File: src/rtl/uart_rx.sv
// uart_rx: memory-mapped 8N1 UART receiver (LSB first) for the peripheral bus.
// The line is oversampled at 16x baud by a phase-accumulator tick. Received
// bytes and status flags are exposed through DATA_ADDR and STAT_ADDR.
// Optional build macro UART_RX_FIFO_EN replaces the single holding register
// with a 4-entry receive FIFO and reports its fill level in status bits [5:3].
module uart_rx #(
   parameter int unsigned ACC_W     = 28,
   parameter int unsigned TICK_INC  = 858992,
   parameter logic [3:0]  DATA_ADDR = 4'h6,
   parameter logic [3:0]  STAT_ADDR = 4'h7
) (
   input  logic        clk,
   input  logic        resetn,
   input  logic        en,
   input  logic [2:0]  write_enable,
   input  logic [23:0] addr,
   input  logic [31:0] data_in,
   output logic [31:0] data_out,
   input  logic        uart_rxd,
   output logic        uart_rx_valid,
   output logic        uart_rx_err
);

   // Receiver states
   localparam logic [2:0] ST_IDLE    = 3'd0;
   localparam logic [2:0] ST_START   = 3'd1;
   localparam logic [2:0] ST_DATA    = 3'd2;
   localparam logic [2:0] ST_STOP    = 3'd3;
   localparam logic [2:0] ST_WAIT_HI = 3'd4;

   // Accumulator increment, sized one bit wider so the carry is visible
   localparam logic [ACC_W:0] TICK_STEP = (ACC_W + 1)'(TICK_INC);

   // ------------------------------------------------------------------
   // Oversample tick generator
   // ------------------------------------------------------------------
   logic [ACC_W-1:0] acc_reg;
   logic [ACC_W:0]   acc_sum;
   logic             tick;

   assign acc_sum = {1'b0, acc_reg} + TICK_STEP;
   assign tick    = acc_sum[ACC_W];

   // Advance the phase accumulator every clock; the carry is the 16x tick
   always_ff @(posedge clk) begin
      if (!resetn) begin
         acc_reg <= '0;
      end else begin
         acc_reg <= acc_sum[ACC_W-1:0];
      end
   end

   // ------------------------------------------------------------------
   // Input synchronizer (line idles high, so the flops reset to 1)
   // ------------------------------------------------------------------
   logic rxd_meta_reg;
   logic rxs_reg;

   // Two-flop synchronizer for the asynchronous serial input
   always_ff @(posedge clk) begin
      if (!resetn) begin
         rxd_meta_reg <= 1'b1;
         rxs_reg      <= 1'b1;
      end else begin
         rxd_meta_reg <= uart_rxd;
         rxs_reg      <= rxd_meta_reg;
      end
   end

   // ------------------------------------------------------------------
   // Bus decode
   // ------------------------------------------------------------------
   logic bus_rd;
   logic rd_data_sel;
   logic rd_stat_sel;
   logic wr_stat;
   logic unused_bus_bits;

   assign bus_rd      = en && (write_enable == 3'b000);
   assign rd_data_sel = bus_rd && (addr[3:0] == DATA_ADDR);
   assign rd_stat_sel = bus_rd && (addr[3:0] == STAT_ADDR);
   assign wr_stat     = en && write_enable[0] && (addr[3:0] == STAT_ADDR);

   // Only addr[3:0] and the two flag-clear bits of the write data are decoded
   assign unused_bus_bits = ^{addr[23:4], data_in[31:3], data_in[0]};

   // ------------------------------------------------------------------
   // Frame state machine
   // ------------------------------------------------------------------
   logic [2:0] state_reg, state_next;
   logic [3:0] tcnt_reg, tcnt_next;
   logic [2:0] bidx_reg, bidx_next;
   logic [7:0] shift_reg, shift_next;
   logic       sample_bit;
   logic       deliver;
   logic       frame_set;

   // Next-state logic; nothing moves except on tick cycles
   always_comb begin
      state_next = state_reg;
      tcnt_next  = tcnt_reg;
      bidx_next  = bidx_reg;
      sample_bit = 1'b0;
      deliver    = 1'b0;
      frame_set  = 1'b0;
      if (tick) begin
         case (state_reg)
            ST_IDLE: begin
               if (!rxs_reg) begin
                  state_next = ST_START;
                  tcnt_next  = 4'd0;
               end
            end
            ST_START: begin
               tcnt_next = tcnt_reg + 4'd1;
               // Middle of the start bit: a high line means it was a glitch
               if (tcnt_reg == 4'd7) begin
                  tcnt_next = 4'd0;
                  if (!rxs_reg) begin
                     state_next = ST_DATA;
                     bidx_next  = 3'd0;
                  end else begin
                     state_next = ST_IDLE;
                  end
               end
            end
            ST_DATA: begin
               // 4-bit counter wraps 15 -> 0 so each bit is 16 ticks apart
               tcnt_next = tcnt_reg + 4'd1;
               if (tcnt_reg == 4'd15) begin
                  sample_bit = 1'b1;
                  if (bidx_reg == 3'd7) begin
                     state_next = ST_STOP;
                     tcnt_next  = 4'd0;
                  end else begin
                     bidx_next = bidx_reg + 3'd1;
                  end
               end
            end
            ST_STOP: begin
               tcnt_next = tcnt_reg + 4'd1;
               if (tcnt_reg == 4'd15) begin
                  tcnt_next = 4'd0;
                  if (rxs_reg) begin
                     deliver    = 1'b1;
                     state_next = ST_IDLE;
                  end else begin
                     // Bad stop bit: flag once, then wait out any break
                     frame_set  = 1'b1;
                     state_next = ST_WAIT_HI;
                  end
               end
            end
            ST_WAIT_HI: begin
               if (rxs_reg) begin
                  state_next = ST_IDLE;
               end
            end
            default: begin
               state_next = ST_IDLE;
            end
         endcase
      end
   end

   // Per-bit capture of the data shift register, LSB first
   for (genvar gi = 0; gi < 8; gi++) begin : g_shift
      assign shift_next[gi] = (sample_bit && (bidx_reg == 3'(gi))) ? rxs_reg
                                                                   : shift_reg[gi];
   end

   // Frame state registers
   always_ff @(posedge clk) begin
      if (!resetn) begin
         state_reg <= ST_IDLE;
         tcnt_reg  <= 4'd0;
         bidx_reg  <= 3'd0;
         shift_reg <= 8'h00;
      end else begin
         state_reg <= state_next;
         tcnt_reg  <= tcnt_next;
         bidx_reg  <= bidx_next;
         shift_reg <= shift_next;
      end
   end

   // ------------------------------------------------------------------
   // Received-byte storage
   // ------------------------------------------------------------------
   logic       rx_valid;
   logic [7:0] head_byte;
   logic [2:0] stat_count;
   logic       ovr_set;

`ifdef UART_RX_FIFO_EN
   logic [7:0] fifo_mem [4];
   logic [1:0] wr_ptr_reg;
   logic [1:0] rd_ptr_reg;
   logic [2:0] count_reg;
   logic       pop;
   logic       push;

   // A pop frees a slot in the same cycle, so a full FIFO still accepts
   assign pop        = rd_data_sel && (count_reg != 3'd0);
   assign push       = deliver && ((count_reg != 3'd4) || pop);
   assign ovr_set    = deliver && !push;
   assign rx_valid   = (count_reg != 3'd0);
   assign head_byte  = pop ? fifo_mem[rd_ptr_reg] : 8'h00;
   assign stat_count = count_reg;

   // FIFO storage array (no reset; contents are qualified by count)
   always_ff @(posedge clk) begin
      if (push) begin
         fifo_mem[wr_ptr_reg] <= shift_reg;
      end
   end

   // FIFO pointers and fill level
   always_ff @(posedge clk) begin
      if (!resetn) begin
         wr_ptr_reg <= 2'd0;
         rd_ptr_reg <= 2'd0;
         count_reg  <= 3'd0;
      end else begin
         if (push) begin
            wr_ptr_reg <= wr_ptr_reg + 2'd1;
         end
         if (pop) begin
            rd_ptr_reg <= rd_ptr_reg + 2'd1;
         end
         case ({push, pop})
            2'b10:   count_reg <= count_reg + 3'd1;
            2'b01:   count_reg <= count_reg - 3'd1;
            default: count_reg <= count_reg;
         endcase
      end
   end
`else
   logic [7:0] rx_data_reg;
   logic       rx_valid_reg;

   // A data read in the delivery cycle frees the register for the new byte
   assign ovr_set    = deliver && rx_valid_reg && !rd_data_sel;
   assign rx_valid   = rx_valid_reg;
   assign head_byte  = rx_data_reg;
   assign stat_count = 3'd0;

   // Single holding register: load on delivery, clear valid on data read
   always_ff @(posedge clk) begin
      if (!resetn) begin
         rx_data_reg  <= 8'h00;
         rx_valid_reg <= 1'b0;
      end else if (deliver && (!rx_valid_reg || rd_data_sel)) begin
         rx_data_reg  <= shift_reg;
         rx_valid_reg <= 1'b1;
      end else if (rd_data_sel) begin
         rx_valid_reg <= 1'b0;
      end
   end
`endif

   // ------------------------------------------------------------------
   // Status flags
   // ------------------------------------------------------------------
   logic overrun_reg;
   logic frame_err_reg;

   // Sticky error flags; a set in the same cycle as a clear wins
   always_ff @(posedge clk) begin
      if (!resetn) begin
         overrun_reg   <= 1'b0;
         frame_err_reg <= 1'b0;
      end else begin
         if (ovr_set) begin
            overrun_reg <= 1'b1;
         end else if (wr_stat && data_in[1]) begin
            overrun_reg <= 1'b0;
         end
         if (frame_set) begin
            frame_err_reg <= 1'b1;
         end else if (wr_stat && data_in[2]) begin
            frame_err_reg <= 1'b0;
         end
      end
   end

   // ------------------------------------------------------------------
   // Registered read data
   // ------------------------------------------------------------------

   // Read mux; data_out holds its value between reads
   always_ff @(posedge clk) begin
      if (!resetn) begin
         data_out <= 32'h0;
      end else if (bus_rd) begin
         if (rd_data_sel) begin
            data_out <= {24'h0, head_byte};
         end else if (rd_stat_sel) begin
            data_out <= {26'h0, stat_count, frame_err_reg, overrun_reg, rx_valid};
         end else begin
            data_out <= 32'h0;
         end
      end
   end

   assign uart_rx_valid = rx_valid;
   assign uart_rx_err   = overrun_reg | frame_err_reg;

endmodule

File: config.mk
export PLATFORM = sky130hd
export DESIGN_NAME = uart_rx
export DESIGN_NICKNAME = d
export VERILOG_FILES = /design/src/rtl/uart_rx.sv
export SDC_FILE = /design/constraint.sdc
export NUM_CORES = 1
export LEC_CHECK = 0
export ABC_AREA = 1
export CORE_ASPECT_RATIO = 1.4
export CORE_UTILIZATION = 45
export DETAILED_ROUTE_END_ITERATION = 6
export HOLD_SLACK_MARGIN = 0.03
export PLACE_DENSITY = 0.82
export SLEW_MARGIN = 40
export SYNTH_ARGS = -nofsm -noshare
export SYNTH_HDL_FRONTEND = slang
export SYNTH_SLANG_ARGS = --single-unit
File: constraint.sdc
create_clock -name clk -period 3.6 [get_ports clk]
set_input_delay 0.72 -clock clk [delete_from_list [all_inputs] [get_ports clk]]
set_output_delay 0.72 -clock clk [all_outputs]
set_load 0.1 [all_outputs]
# Word level (Yosys, flattened, before mapping)
# Cells that the tools add are included.
# totals
word_cells	117
reg_bits	91
# classes
reduce_logical	32
n_mux	39
add_sub_neg	3
bitwise	1
n_eq_ne	23
# ops
operator	count
3-bit two-way mux	12
28-bit by 20-bit adder with 29-bit output (second input constant)	1
4-bit two-way mux	5
1-bit logical AND	18
1-bit two-way mux	17
2-bit != test (second input constant)	8
4-bit one-hot mux with 4 select lines	1
3-bit == test (second input constant)	5
3-bit one-hot mux with 5 select lines	1
3-bit by 2-bit == test with 1-bit output (second input constant)	4
4-bit by 3-bit == test with 1-bit output (second input constant)	3
3-bit logical NOT	3
8-bit two-way mux	1
2-bit nonzero test	4
7-bit AND reduction	1
3-bit by 1-bit == test with 1-bit output (second input constant)	2
3-bit one-hot mux with 2 select lines	1
6-bit AND reduction	1
4-bit by 1-bit adder with 4-bit output (second input constant)	1
4-bit == test (second input constant)	1
4-bit nonzero test	1
3-bit by 1-bit adder with 3-bit output (second input constant)	1
3-bit AND reduction	1
1-bit logical NOT	2
3 further kinds	3

# Longest topological paths before layout
# depth
ltp_word	7
ltp_mapped	13
depth_no_buf	12

# Worst setup path before layout
# Ideal clock, no wire load.
# synth_path
kind	input-to-reg
from	in write_enable[0]
to	reg rx_data_reg[6] (netlist: head_byte[6])
arrival_time_ns	1.750
path_buffers	1
path_stages	11
slack_ns	1.738
setup_time_ns	0.112
path_cell_list	inv_1 nand2_1 nor2_1 nand2_2 inv_4 nand2_1 nand2_1 nand3_4 buf_6 nor2_2 nor2_2
# synth_between
elab_chain_len	5
# synth_lines
element	line	source
from (decl)	15	input logic [2:0] write_enable,
3-bit logical NOT	79	assign bus_rd = en && (write_enable == 3'b000);
1-bit logical AND	79	
1-bit logical AND	80	assign rd_data_sel = bus_rd && (addr[3:0] == DATA_ADDR);
1-bit logical OR	253	end else if (deliver && (!rx_valid_reg || rd_data_sel)) begin
1-bit logical AND	253	
to (signal assigned)	254	rx_data_reg <= shift_reg;
to (decl)	239	logic [7:0] rx_data_reg;
# Every way passes these cells.
# A chain may end at the register's enable or synchronous reset.

# Worst setup path in the final report
# layout_path
from	in write_enable[0]
to	reg rx_data_reg[5] (netlist: head_byte[5])
# The elaborated chain is that of the path after synthesis.

==> results by stage <==
Setup path:
- The master of the slowest instance on the critical path is clkdlybuf4s50_1.
- The reg-to-reg setup timing slack is 1.65 ns.
- The cell depth of the worst setup path is 12.
- The critical path goes through clkdlybuf4s50_1 > inv_1 > nand2_1 > nor2_1 > nand2_2 > inv_4 > nand2_1 > nand2_1 > nand3_4 > nand2_1 > nand2_1 > nor2_1.
- The critical path is of the in -> reg type.
- STA classifies the critical path endpoint as a flip-flop.
- The critical path launch point is write_enable[0].
- In this run the critical register-to-register path is launched from acc_reg[4].
- The cell occurring most often along the worst timing path is nand2_1.
- On the critical path the largest part of the delay comes from simple AND/OR/NAND/NOR gates.
- The delay of the slowest cell on the worst path is 0.44 ns.
- STA classifies the critical path startpoint as a primary input.
- The critical path ends at head_byte[5].
- Counting both buffers and inverters, the worst setup path holds a total of 3.
- For the worst setup path, the data required time is 3.89 ns.
- The terminus of the critical flop-to-flop path is head_byte[5].
- STA puts the critical path data arrival time at 2.43 ns.
- The depth of the most critical reg-to-reg path is 11.
- Of all nets on the critical path, the largest fanout is 17.

Finish:
- The register with the most flip-flops in the layout has 24 of them.
- The area taken by flip-flops and latches is 0.001261 mm².
- The multi-input combinational cells in the finished layout cover a total of 0.001853 mm².
- The final layout contains 638 nets.
- The antenna diode count is 0.
- The area growth from synthesis to final layout is 9.923%.
- The number of fill cells in the layout is 794.
- Cells with a size suffix above 1 make up 10.49% of the layout.

Power and ir drop:
- The worst-case IR drop observed on VDD is 0.0002176 V.
- For this design the static power due to leakage is 1.874 nW.
- After layout, the design draws a total of 1.764 mW.
- In this run the power density over the cells is 448.1 mW/mm².

STA:
- The final worst-path setup slack is 1.462 ns.
- Across all hold checks on the routed design, the worst slack comes to 0.4124 ns.
- The clock arrives with 0.009275 ns of skew.
- The number of pins with negative max-slew slack in the final report was 0.
- Setup violations remaining at the end of the flow were counted as 0.
- Setup repair after global routing left no endpoint under its margin.
- At the pin with the least slew margin, the transition time is 0.5648 ns.
- The total count of hold-check failures in the final report is 0.
- After layout, the worst path uses 59.39% of the clock period.
- Based on the critical path, the design can be clocked at up to 467.7 MHz.
- Headroom to the max-slew limit came out at 62.12%.
- The worst path in the final design needs a cycle of 2.138 ns, including I/O delays and setup.
- Adding up every negative setup slack in the final design gives 0 ns.

Floorplanning:
- The area of the die is 0.008323 mm².
- Once the floorplan was initialized, standard cells occupied 46.21% of the core.
- The die height is 107.6 µm.
- From left edge to right edge, the die measures 77.39 µm.
- The placeable core region is 0.007750 mm².
- The number of rows created at floorplan is 38.
- During I/O placement, the number of pins put on the boundary was 97.

Logic synthesis:
- The async set-or-reset flop fraction in the synthesized netlist is 0%.
- In this run, synthesis inferred 0 flip-flops with an integrated enable.
- The synthesized design contains 63 register bits.
- The summed instance area of the synthesized netlist is 0.003581 mm².
- The portion of synthesized cell area occupied by the leading cell type is 35.22%.
- By area the synthesized netlist is led by dfxtp_1 35%, nand2_1 14%, nor2_1 9.4%, inv_1 6.7%, a21oi_1 5.2%.
- Counting instances in the post-synthesis netlist gives the leading cell types as 136 x nand2_1, 90 x nor2_1, 64 x inv_1.
- By instance count, the leading cell after synthesis is nand2_1.
- Sequential cells were found to cover 35.22% of the synthesized design area.
- During synthesis, Yosys emitted a total of 0 warnings.
- In this run the mean area of a mapped cell was 6.558 µm².
- The main flop type after synthesis is dfxtp_1.
- Synthesis produced 546 cells.
- The cell taking the most area after synthesis is dfxtp_1.
- In this run, distinct cell masters in the synthesized netlist total 36.

Placed design:
- The count of buffers inserted at the top-level ports is 22.
- Prior to clock tree synthesis, the placed netlist has a worst setup slack of 1.080 ns.
- The routability congestion estimate from global placement is 0.9654.
- The detailed-placement wirelength estimate is 5031 µm.

GRT:
- Entering global routing, the biggest net connects 46 pins.
- The overall routing resource usage is 18.31%.
- The number of global-route vias before repair is 3183.
- The met1 usage in global routing is 16.57%.
- The first global-routing pass estimated 12290 µm of wire.
- The number of antenna violations at the first check in global routing is 0.
- The layer with the highest usage after global routing is met2.
- The routing usage on met3 is 3.729%.
- Global routing consumed, on the met2 layer, 35.65% of the routing resources.
- The global-route congestion overflow total is 0.

Drt:
- The first routing iteration left 114 violations.
- After detailed routing, the average wire length per cell comes to 10.16 µm.
- The via density per instance is 4.808.
- The remaining antenna violation count is 0.
- The detailed-route via count is 3231.
- Summed over all layers, the routed wires come to 6830 µm.
- The number of iterations in the first detailed-routing pass is 4.
- After detailed routing, the number of remaining DRC violations is 0.

Clocking:
- The clock-pin transition on the worst setup and hold timing paths is 0.08 ns.
- The clock root buffer master is clkbuf_8.
- The clock insertion delay at the later pin of the skew report is 0.34 ns.
- For this design, the CTS-stage hold fixing added 0 buffers.
- No sink is reached through more buffers than the 2 on the longest clock path.
- The number of clock buffers added by TritonCTS is 9.
- The number of gates resized after CTS was 0.
- TritonCTS built the clock tree.
- The total number of clock tree sinks is 63.
- The number of H-tree branching levels is 3.
- Once the clock tree was built, the setup fixing pass inserted 0 buffers.

Outcome:
- The run finished with clean final reports.

Run:
- The max capacitance violation total is 0.

Hold path:
- The worst min-delay path class is reg -> reg.
-- layout make-up --
class	count	share of cell area (%)
multi-input cells	393	47.08
inverters	77	7.406
flip-flops and latches	63	32.04
well taps	100	3.179
repair buffers	23	4.514
clock inverters	7	2.638
clock buffers	9	3.147
-- metrics by stage --
step	area (µm²)	util, %	std cells
after floorplan	3667	-	569
after global placement	3759	48.50	656
after detailed placement	3709	47.85	656
after CTS	3936	50.79	672
after global routing	3936	50.79	672
final	3936	50.79	672
-- how the worst min path moves through the flow --
stage / start / to / slack [ns] / depth (start not counted)
2_1_floorplan: rxd_meta_reg / rxs_reg / 0.39 / 1
3_3_place_gp: rxd_meta_reg / rxs_reg / 0.40 / 1
3_5_place_dp: acc_reg[4] / acc_reg[4] / 0.40 / 1
4_1_cts: acc_reg[4] / acc_reg[4] / 0.41 / 1
5_1_grt: acc_reg[4] / acc_reg[4] / 0.44 / 1
6_report: acc_reg[4] / acc_reg[4] / 0.41 / 1
-- placed cells by master, fill, tap and decap left out, types with 2 or more instances in the layout --
master / netlist / routed
nand4_1: 8 / 8
nand2_4: 2 / 2
clkbuf_8: 0 / 9
nand3b_1: 3 / 3
or2_2: 4 / 4
nand2_2: 5 / 5
inv_6: 0 / 3
nand2_1: 136 / 136
bufinv_16: 0 / 2
nand3_2: 7 / 7
dfxtp_1: 63 / 63
clkinv_4: 0 / 2
nor2_2: 3 / 3
nand3_1: 29 / 29
o21ai_1: 10 / 10
clkinv_1: 5 / 5
buf_2: 4 / 10
inv_1: 64 / 64
inv_2: 7 / 7
clkdlybuf4s50_1: 0 / 12
o211ai_1: 3 / 3
nand3_4: 2 / 2
ha_1: 8 / 8
conb_1: 1 / 24
nor3_1: 2 / 2
o21ai_0: 12 / 12
a21oi_1: 37 / 37
nor2_1: 90 / 90
-- worst reg2reg max path, stage by stage, from the launching register on --
cell and delay, ns:
dfxtp_1 0.33, inv_1 0.05, ha_1 0.21, a21oi_1 0.17, nand2_1 0.07, nand2_1 0.16, nand2_1 0.12, nand2_4 0.26
nand3_4 0.26, nand2_1 0.12, nand2_1 0.05, nor2_1 0.09
-- per-layer routing --
layer  routed length, µm  vias up  part of all wire, %
met3                 278       27                  4.1
li1                    -     1703                    -
met4                 299        0                  4.4
met5                   0        -                    0
met2                3500       86                   51
met1                2752     1415                   40
-- cell families (layout without fill, tap and decap cells) --
logic type / after synthesis / in the layout / share of synthesized area [%]
and+or+nand+nor: 294 / 294 / 36.48
buffers and inverters: 113 / 116 / 15.44
AOI/OAI and AO/OA: 65 / 65 / 9.469
DFF: 63 / 63 / 35.22
adders and majority gates: 8 / 8 / 2.795
xor gates and xnor gates: 2 / 2 / 0.4893
other: 1 / 24 / 0.1047
-- power by group --
part / internal, mW / switching (mW) / leakage [nW]
Combinational: 0.0644 / 0.231 / 1.25
Sequential: 0.731 / 0.0403 / 0.513
Clock: 0.399 / 0.299 / 0.115
Power figures use the tool's default switching activity.
